==> src/rtl/serial_paralelo_pkg.sv <==
// Shared types and defaults for the serial-to-parallel aligning receiver.
// The state encoding is kept here so the top and the lock FSM agree on it.
package serial_paralelo_pkg;

  typedef enum logic [1:0] {
    SEARCH = 2'd0,
    ALIGN  = 2'd1,
    LOCKED = 2'd2
  } state_t;

  localparam int          DEF_DATA_W     = 8;
  localparam logic [7:0]  DEF_COMMA      = 8'hBC;
  localparam int          DEF_LOCK_COUNT = 4;
  localparam int          DEF_MAX_GAP    = 16;

  // Counter width able to hold 0..max_val without wrapping.
  function automatic int cnt_w(input int max_val);
    return $clog2(max_val) + 1;
  endfunction

endpackage

==> src/rtl/serial_paralelo_lock_fsm.sv <==
// Lock qualification FSM: counts aligned commas to acquire lock and
// non-comma words to drop it. Owns comma_cnt and gap_cnt.
module serial_paralelo_lock_fsm
  import serial_paralelo_pkg::*;
#(
  parameter int LOCK_COUNT = DEF_LOCK_COUNT,
  parameter int MAX_GAP    = DEF_MAX_GAP
) (
  input  logic   clk_32f,
  input  logic   reset,
  input  logic   i_is_comma,
  input  logic   i_boundary,
  output state_t o_state,
  output logic   o_bit_clr,
  output logic   o_active,
  output logic   o_lock_lost
);

  localparam int             CCW      = cnt_w(LOCK_COUNT);
  localparam int             GW       = cnt_w(MAX_GAP);
  localparam logic [CCW-1:0] LOCK_TGT = CCW'(LOCK_COUNT);
  localparam logic [GW-1:0]  GAP_TGT  = GW'(MAX_GAP);
  localparam logic           GAP_EN   = (MAX_GAP != 0);

  state_t          r_state;
  state_t          w_state_nxt;
  logic [CCW-1:0]  r_comma_cnt;
  logic [CCW-1:0]  w_comma_nxt;
  logic [CCW-1:0]  w_comma_inc;
  logic [GW-1:0]   r_gap_cnt;
  logic [GW-1:0]   w_gap_nxt;
  logic [GW-1:0]   w_gap_inc;
  logic            r_active;
  logic            r_lock_lost;
  logic            w_lost_nxt;
  logic            w_bit_clr;

  assign w_comma_inc = r_comma_cnt + CCW'(1);
  assign w_gap_inc   = r_gap_cnt + GW'(1);

  // Next-state and counter update logic.
  always_comb begin
    w_state_nxt = r_state;
    w_comma_nxt = r_comma_cnt;
    w_gap_nxt   = r_gap_cnt;
    w_lost_nxt  = 1'b0;
    w_bit_clr   = 1'b0;
    case (r_state)
      SEARCH: begin
        // Bit-granular acquisition: any window match re-anchors the boundary.
        if (i_is_comma) begin
          w_bit_clr   = 1'b1;
          w_comma_nxt = CCW'(1);
          w_gap_nxt   = '0;
          w_state_nxt = (LOCK_COUNT == 1) ? LOCKED : ALIGN;
        end else begin
          w_state_nxt = SEARCH;
        end
      end
      ALIGN: begin
        if (i_boundary) begin
          if (i_is_comma) begin
            w_comma_nxt = w_comma_inc;
            if (w_comma_inc == LOCK_TGT) begin
              w_state_nxt = LOCKED;
              w_gap_nxt   = '0;
            end else begin
              w_state_nxt = ALIGN;
            end
          end else begin
            w_state_nxt = SEARCH;
            w_comma_nxt = '0;
          end
        end else begin
          w_state_nxt = ALIGN;
        end
      end
      LOCKED: begin
        if (i_boundary) begin
          if (i_is_comma) begin
            w_gap_nxt = '0;
          end else if (GAP_EN && (w_gap_inc == GAP_TGT)) begin
            w_state_nxt = SEARCH;
            w_lost_nxt  = 1'b1;
            w_gap_nxt   = '0;
            w_comma_nxt = '0;
          end else if (GAP_EN) begin
            w_gap_nxt = w_gap_inc;
          end else begin
            w_gap_nxt = '0;
          end
        end else begin
          w_state_nxt = LOCKED;
        end
      end
      default: begin
        w_state_nxt = SEARCH;
        w_comma_nxt = '0;
        w_gap_nxt   = '0;
      end
    endcase
  end

  // State, counters and registered status flags.
  always_ff @(posedge clk_32f or posedge reset) begin
    if (reset) begin
      r_state     <= SEARCH;
      r_comma_cnt <= '0;
      r_gap_cnt   <= '0;
      r_active    <= 1'b0;
      r_lock_lost <= 1'b0;
    end else begin
      r_state     <= w_state_nxt;
      r_comma_cnt <= w_comma_nxt;
      r_gap_cnt   <= w_gap_nxt;
      r_active    <= (w_state_nxt == LOCKED);
      r_lock_lost <= w_lost_nxt;
    end
  end

  assign o_state     = r_state;
  assign o_bit_clr   = w_bit_clr;
  assign o_active    = r_active;
  assign o_lock_lost = r_lock_lost;

endmodule

==> src/rtl/serial_paralelo_align.sv <==
// Serial-to-parallel receiver with sliding-window comma alignment, running
// entirely from the serial bit clock. Words are delivered with zero added latency.
module serial_paralelo_align
  import serial_paralelo_pkg::*;
#(
  parameter int                DATA_W     = DEF_DATA_W,
  parameter logic [DATA_W-1:0] COMMA      = DATA_W'(DEF_COMMA),
  parameter int                LOCK_COUNT = DEF_LOCK_COUNT,
  parameter int                MAX_GAP    = DEF_MAX_GAP
) (
  input  logic              clk_32f,
  input  logic              reset,
  input  logic              data_in,
  output logic [DATA_W-1:0] data_out,
  output logic              valid_out,
  output logic              word_strobe,
  output logic              active,
  output logic              lock_lost
);

  localparam int            BW       = $clog2(DATA_W);
  localparam logic [BW-1:0] BIT_LAST = BW'(DATA_W - 1);

  // The oldest bit is never needed again once the window is formed.
  logic [DATA_W-2:0] r_sr;
  logic [DATA_W-1:0] w_window;
  logic [BW-1:0]     r_bit_cnt;
  logic [DATA_W-1:0] r_data;
  logic              r_valid;
  logic              r_strobe;
  logic              w_boundary;
  logic              w_is_comma;
  logic              w_bit_clr;
  logic              w_locked;
  logic              w_active;
  logic              w_lock_lost;
  state_t            w_state;

  assign w_window   = {r_sr, data_in};
  assign w_is_comma = (w_window == COMMA);
  assign w_boundary = (r_bit_cnt == BIT_LAST);
  assign w_locked   = (w_state == LOCKED);

  serial_paralelo_lock_fsm #(
    .LOCK_COUNT (LOCK_COUNT),
    .MAX_GAP    (MAX_GAP)
  ) u_lock_fsm (
    .clk_32f     (clk_32f),
    .reset       (reset),
    .i_is_comma  (w_is_comma),
    .i_boundary  (w_boundary),
    .o_state     (w_state),
    .o_bit_clr   (w_bit_clr),
    .o_active    (w_active),
    .o_lock_lost (w_lock_lost)
  );

  // Serial shift register and word bit counter.
  always_ff @(posedge clk_32f or posedge reset) begin
    if (reset) begin
      r_sr      <= '0;
      r_bit_cnt <= '0;
    end else begin
      r_sr <= w_window[DATA_W-2:0];
      if (w_bit_clr || w_boundary) begin
        r_bit_cnt <= '0;
      end else begin
        r_bit_cnt <= r_bit_cnt + BW'(1);
      end
    end
  end

  // Word presentation; only boundaries seen while already locked are delivered.
  always_ff @(posedge clk_32f or posedge reset) begin
    if (reset) begin
      r_data   <= '0;
      r_valid  <= 1'b0;
      r_strobe <= 1'b0;
    end else if (w_locked && w_boundary) begin
      r_data   <= w_window;
      r_valid  <= !w_is_comma;
      r_strobe <= 1'b1;
    end else if (w_locked) begin
      r_data   <= r_data;
      r_valid  <= r_valid;
      r_strobe <= 1'b0;
    end else begin
      r_data   <= r_data;
      r_valid  <= 1'b0;
      r_strobe <= 1'b0;
    end
  end

  assign data_out    = r_data;
  assign valid_out   = r_valid;
  assign word_strobe = r_strobe;
  assign active      = w_active;
  assign lock_lost   = w_lock_lost;

endmodule

==> config.mk <==
export PLATFORM = sky130hd
export DESIGN_NAME = serial_paralelo_align
export DESIGN_NICKNAME = d
export VERILOG_FILES = /design/src/rtl/serial_paralelo_pkg.sv /design/src/rtl/serial_paralelo_lock_fsm.sv /design/src/rtl/serial_paralelo_align.sv
export SDC_FILE = /design/constraint.sdc
export NUM_CORES = 1
export LEC_CHECK = 0
export CAP_MARGIN = 30
export CORE_ASPECT_RATIO = 0.7
export CORE_MARGIN = 1
export CORE_UTILIZATION = 47
export CTS_BUF_LIST = sky130_fd_sc_hd__clkbuf_16
export DETAILED_ROUTE_END_ITERATION = 10
export GPL_TIMING_DRIVEN = 0
export PLACE_DENSITY = 0.73
export SLEW_MARGIN = 20
export SYNTH_ARGS = -nofsm -noshare
export SYNTH_HDL_FRONTEND = slang
export SYNTH_SLANG_ARGS = --single-unit
export TNS_END_PERCENT = 10
==> constraint.sdc <==
create_clock -name clk_32f -period 2.4 [get_ports clk_32f]
set_input_delay 0.48 -clock clk_32f [delete_from_list [all_inputs] [get_ports clk_32f]]
set_output_delay 0.48 -clock clk_32f [all_outputs]
set_load 0.1 [all_outputs]
Word level (Yosys, flattened, before mapping)

Index checks and enable logic that the tools add are counted.

Register bits: 32
Output and inout bits: 12
Word-level logic and storage cells: 67

Add/sub/neg operators: 3
Equal/unequal tests: 15
Muxes and demuxes: 33
Reductions and logical operators: 6

Operator list:

| cell                | number |
|---|---|
| $mux 5              | 7 |
| $mux 3              | 7 |
| $pmux 5 s3          | 1 |
| $mux 2              | 6 |
| $mux 1              | 10 |
| $ne 2x2->1 const B  | 5 |
| $reduce_and 5->1    | 2 |
| $pmux 3 s3          | 1 |
| $eq 8x8->1 const B  | 1 |
| $add 3x1->3 const B | 2 |
| $eq 3x3->1 const B  | 2 |
| $ne 2x1->1 const B  | 3 |
| $pmux 2 s3          | 1 |
| $add 5x1->5 const B | 1 |
| $eq 5x5->1 const B  | 1 |
| $eq 2x2->1 const B  | 2 |
| $eq 2x1->1 const B  | 1 |
| $logic_not 2->1     | 1 |
| $logic_and 1x1->1   | 1 |
| $logic_not 1->1     | 1 |
| $logic_or 1x1->1    | 1 |

Longest topological paths before layout

Gate-level depths: netlist (run 1).

Depth in word-level cells: 7
Mapped depth: 8
Mapped depth without buffers: 7

Hierarchy

A second synthesis (run 1) with hierarchy kept.

Cell total of the unflattened synthesis: 118
Area, all modules: 1430.1 sq um

Modules (own cells, without submodules):

| module                   | times used | cells each | area an instance (sq um) | sequential area each (sq um) |
|---|---|---|---|---|
| serial_paralelo_lock_fsm | 1          | 75         | 716.9                    | 300.3 |
| serial_paralelo_align    | 1          | 43         | 713.2                    | 500.5 |

Least setup slack after synthesis (run 1)

Ideal clock, no wire load.

Path type: register to register
Start: register r_bit_cnt[0]
End: register u_lock_fsm.r_gap_cnt[2]
Setup time: 0.134 ns
Data arrival time: 1.429 ns
Required time: 2.266 ns
Setup slack: 0.837 ns
Cell stages (with the launch flop): 9
Buffers on the path: 1
Clock period less this slack: 1.563 ns
Cells stage by stage: dfrtp_1 ha_1 ha_1 nand2_4 clkinv_4 buf_6 and3_1 a21oi_1 o22ai_1

Cells in the longest elaborated chain, start to end: 3
Elaborated cells between the ends (all ways): 4
Those cells by class: 3 x eq/ne; 1 x reduce/logical

Ends and longest elaborated chain:

| what                         | line                            | source |
|---|---|---|
| start: declaration           | serial_paralelo_align.sv:27     | `logic [BW-1:0] r_bit_cnt;` |
| start signal: assignment     | serial_paralelo_align.sv:68     | `r_bit_cnt <= r_bit_cnt + BW'(1);` |
| $eq 3x3->1 *                 | serial_paralelo_align.sv:41     | `assign w_boundary = (r_bit_cnt == BIT_LAST);` |
| $ne 2x2->1 (no line)         | -                               |  |
| $reduce_and 5->1 (no line) * | -                               |  |
| end signal: assignment       | serial_paralelo_lock_fsm.sv:115 | `r_gap_cnt <= w_gap_nxt;` |
| end: declaration             | serial_paralelo_lock_fsm.sv:30  | `logic [GW-1:0] r_gap_cnt;` |

Every way passes the cells marked *; elsewhere a longest branch is shown, timed or not.
A chain may end at the register's enable or synchronous reset.

Worst setup path in the final report (run 1)

Start: register r_valid, in the netlist valid_out
End: output port valid_out

RTL lines:

| what                     | line                        | source |
|---|---|---|
| start: declaration       | serial_paralelo_align.sv:29 | `logic r_valid;` |
| start signal: assignment | serial_paralelo_align.sv:81 | `r_valid <= !w_is_comma;` |
| start signal: assignment | serial_paralelo_align.sv:85 | `r_valid <= r_valid;` |
| end: declaration         | serial_paralelo_align.sv:15 | `output logic valid_out,` |

No word-level cell between the ends.

==> results.tsv, run 1 <==
metric	value	unit
initial_utilization	52.0	%
syn-cell-area	1520	um2
critPathArrivalTime	1790	ps
fmax	0.441	GHz
cts_buffers	5	
ant_nets	0	
rows	16	
drive_above_1_share	13.5	%
p_per_area	735	nW/um2
max_stage_delay	1140	ps
synthDistinctLibCells	45	
period_minus_slack	2270	ps
r2r_start	r_bit_cnt[0]	
grt_max_degree	33	
synth_enable_flop_cells	0	
fin_tns_setup	0	ps
pin_count	15	
combPwrFrac	9.6	%
outcome	finished clean	
cts_root_buf	clkbuf_16	
post_cts_buffers	0	
post-route-period-util	94.4	%
cpMaxStageDelayCell	clkdlybuf4s50_1	
setup_viol	0	
fin_area	1840	um2
crit_type	reg -> out	
dr_total_vias	1107	
cp_max_fo	2	
die_w	69.9	um
start_kind	register	
vdd_drop_max	0.518	mV
place_congestion	0.844	
clk_pin_slew	50	ps
path_delay_family	buffers and inverters	
clock_skew	5.43	ps
required	1920	ps
antenna_cells	0	
hold_viol	0	
drc_errors	0	
ys_ff_latch	32	
core	2920	um2
firstDrtPassIters	4	
rsz0062_at_grt	no	
wirelength	2.91	mm
numPortBuffers	14	
cts_resized	0	
wl_met2	1.29	mm
synthArstFlopShare	100	%
wl_met3	125	um
p_sw_share	24.3	%
end_kind	output pin	
placed_cell_area	1700	um2
maxCapViolations	0	
hold_class	reg -> reg	
p_leak	0.904	nW
final_nets	170	
cts_tree	yes	
fillers	238	
p_seq_share	46.3	%
track_usage	19.4	%
critPathLaunch	valid_out	
p_int	1.03	mW
worst_hold_startpoint	r_sr[0]	
avgViaCountPerCell	5.56	
final_max_slew_viol_count	0	
insertion_delay	280	ps
avgRoutedWirePerCell	14.6	um
clkSinkCount	32	
cp_num_buf_inv	1	
die_h	49.6	um
crit_chain	clkdlybuf4s50_1	
fp.dieArea	3470	um2
grt_pass1_vias	1081	
grt_antenna_before_repair	0	
switching_power	329	uW
syn_to_final_growth	21.3	%
wl_met1	1.48	mm
worst_pin_slew	978	ps
power_frac_clock	44.1	%
topRoutingLayerUsed	met4	
overflow	0	
htreeDepth	2	
slew_headroom	34.6	%
drt_iter0_drc	73	
syn_area_per_cell	10.8	um2
synth_cells	141	
grt_pass1_wl	5.02	mm
synthesis.nets	149	
cts_hold_buf	0	
synthFlopType	dfrtp_1	
yosysSeqAreaShare	52.7	%
clk_path_buf_depth	2	
yosysWarnings	0	
hpwlAfterDp	2.05	mm
-- layer usage --
layer  global-route usage [%]  vias up
met5                        0        -
met1                     25.9      544
li1                         -      539
met4                     6.00        0
met3                     7.98        4
met2                     28.7       20
-- layout by cell type (no fill, tap or decap), types with 2 or more instances in the layout --
cell	n
o2bb2ai_1	2
o221ai_1	3
and2_1	2
a21oi_1	2
nor3b_1	2
ha_1	5
dfrtp_1	32
nand3_1	5
clkinv_2	2
inv_1	7
xor2_1	2
clkbuf_16	5
nor2_1	3
o22ai_1	2
buf_6	2
o21ai_1	2
o311ai_1	2
nor2b_1	3
nand2_1	31
o21ai_0	6
clkdlybuf4s50_1	14
-- synth_stat cells, types with 2 or more instances --
cell,instances,share of area [%]
a21oi_1,2,0.66
and2_1,2,0.82
buf_6,2,1.5
dfrtp_1,32,53
ha_1,5,4.1
inv_1,8,2.0
nand2_1,31,7.7
nand3_1,5,1.6
nor2_1,3,0.74
nor2b_1,3,1.2
nor3b_1,2,0.99
o21ai_0,6,2.0
o21ai_1,2,0.66
o221ai_1,3,1.7
o22ai_1,2,0.82
o2bb2ai_1,2,1.2
o311ai_1,2,1.2
xor2_1,2,1.2
-- layout make-up --
type / instances / area (um2) / share of cell area (%)
buffer: 5 / 38.8 / 2.10
clock buffer: 5 / 125 / 6.79
clock inverter: 3 / 13.8 / 0.747
inverter: 9 / 38.8 / 2.10
multi-input combinational: 95 / 641 / 34.8
sequential: 32 / 801 / 43.4
tap: 36 / 45.0 / 2.44
timing repair buffer: 14 / 140 / 7.60
-- flip-flops by register name (all words and copies together) (netlist names) --
| name | flops |
|---|---|
| data_out | 8 |
| r_bit_cnt | 3 |
| r_sr | 7 |
| u_lock_fsm.o_active | 1 |
| u_lock_fsm.o_lock_lost | 1 |
| u_lock_fsm.o_state | 2 |
| u_lock_fsm.r_comma_cnt | 3 |
| u_lock_fsm.r_gap_cnt | 5 |
| valid_out | 1 |
| word_strobe | 1 |
-- power groups by stage --
| stage | clock network, mW | logic (mW) | registers, mW |
|---|---|---|---|
| CTS | 0.604 | 0.133 | 0.627 |
| global placement | 0 | 0.121 | 0.630 |
| floorplan | 0 | 0.102 | 0.625 |
| finish | 0.598 | 0.130 | 0.627 |
| global route | 0.627 | 0.151 | 0.633 |
| detailed placement | 0 | 0.131 | 0.636 |
-- kinds of logic (layout without fill, tap and decap cells) --
logic type               after synthesis  after routing  synth area share, %
AO/OA/AOI/OAI                         23             23                 10.3
XOR/XNOR                               3              3                 1.73
adder cells (fa/ha/maj)                5              5                 4.12
buffers and inverters                 14             36                 5.11
flip-flops                            32             32                 52.7
multiplexers                           2              2                 1.40
AND/OR/NAND/NOR                       62             62                 24.6
-- path summary, 6_finish.rpt --
kind	to	slack, ps	cells after the start
setup / recovery	valid_out	130	1
hold reg to reg	r_sr[1]	420	0
hold / removal	r_sr[1]	420	0
setup reg to reg	u_lock_fsm.r_comma_cnt[2]	660	6
max in group asynchronous	r_bit_cnt[0]	1350	2
min in group asynchronous	word_strobe	620	2
-- per-stage QoR --
stage	hold slack (ps)	utilization, %	cells	power, mW	setup slack (ps)
after floorplan	374	-	141	0.727	837
after global placement	387	58.3	191	0.751	419
after detailed placement	407	58.3	191	0.767	373
after CTS	419	63.1	199	1.36	138
after global routing	430	63.1	199	1.41	112
final	420	63.1	199	1.36	134
-- worst reg2reg max path, cell delays in order (launching register included) --
cell	delay, ps
dfrtp_1	380
ha_1	200
ha_1	270
clkbuf_1	260
o21ai_0	280
o311ai_1	140
o21ai_1	140
Note: power is estimated with default switching activity, not from simulation.
==> run 2: changes to the inputs <==
HOLD_SLACK_MARGIN = 0.06   (was not set)
==> results of run 2 <==
No change in the layout: final DEF, timing and power equal those of run 1.
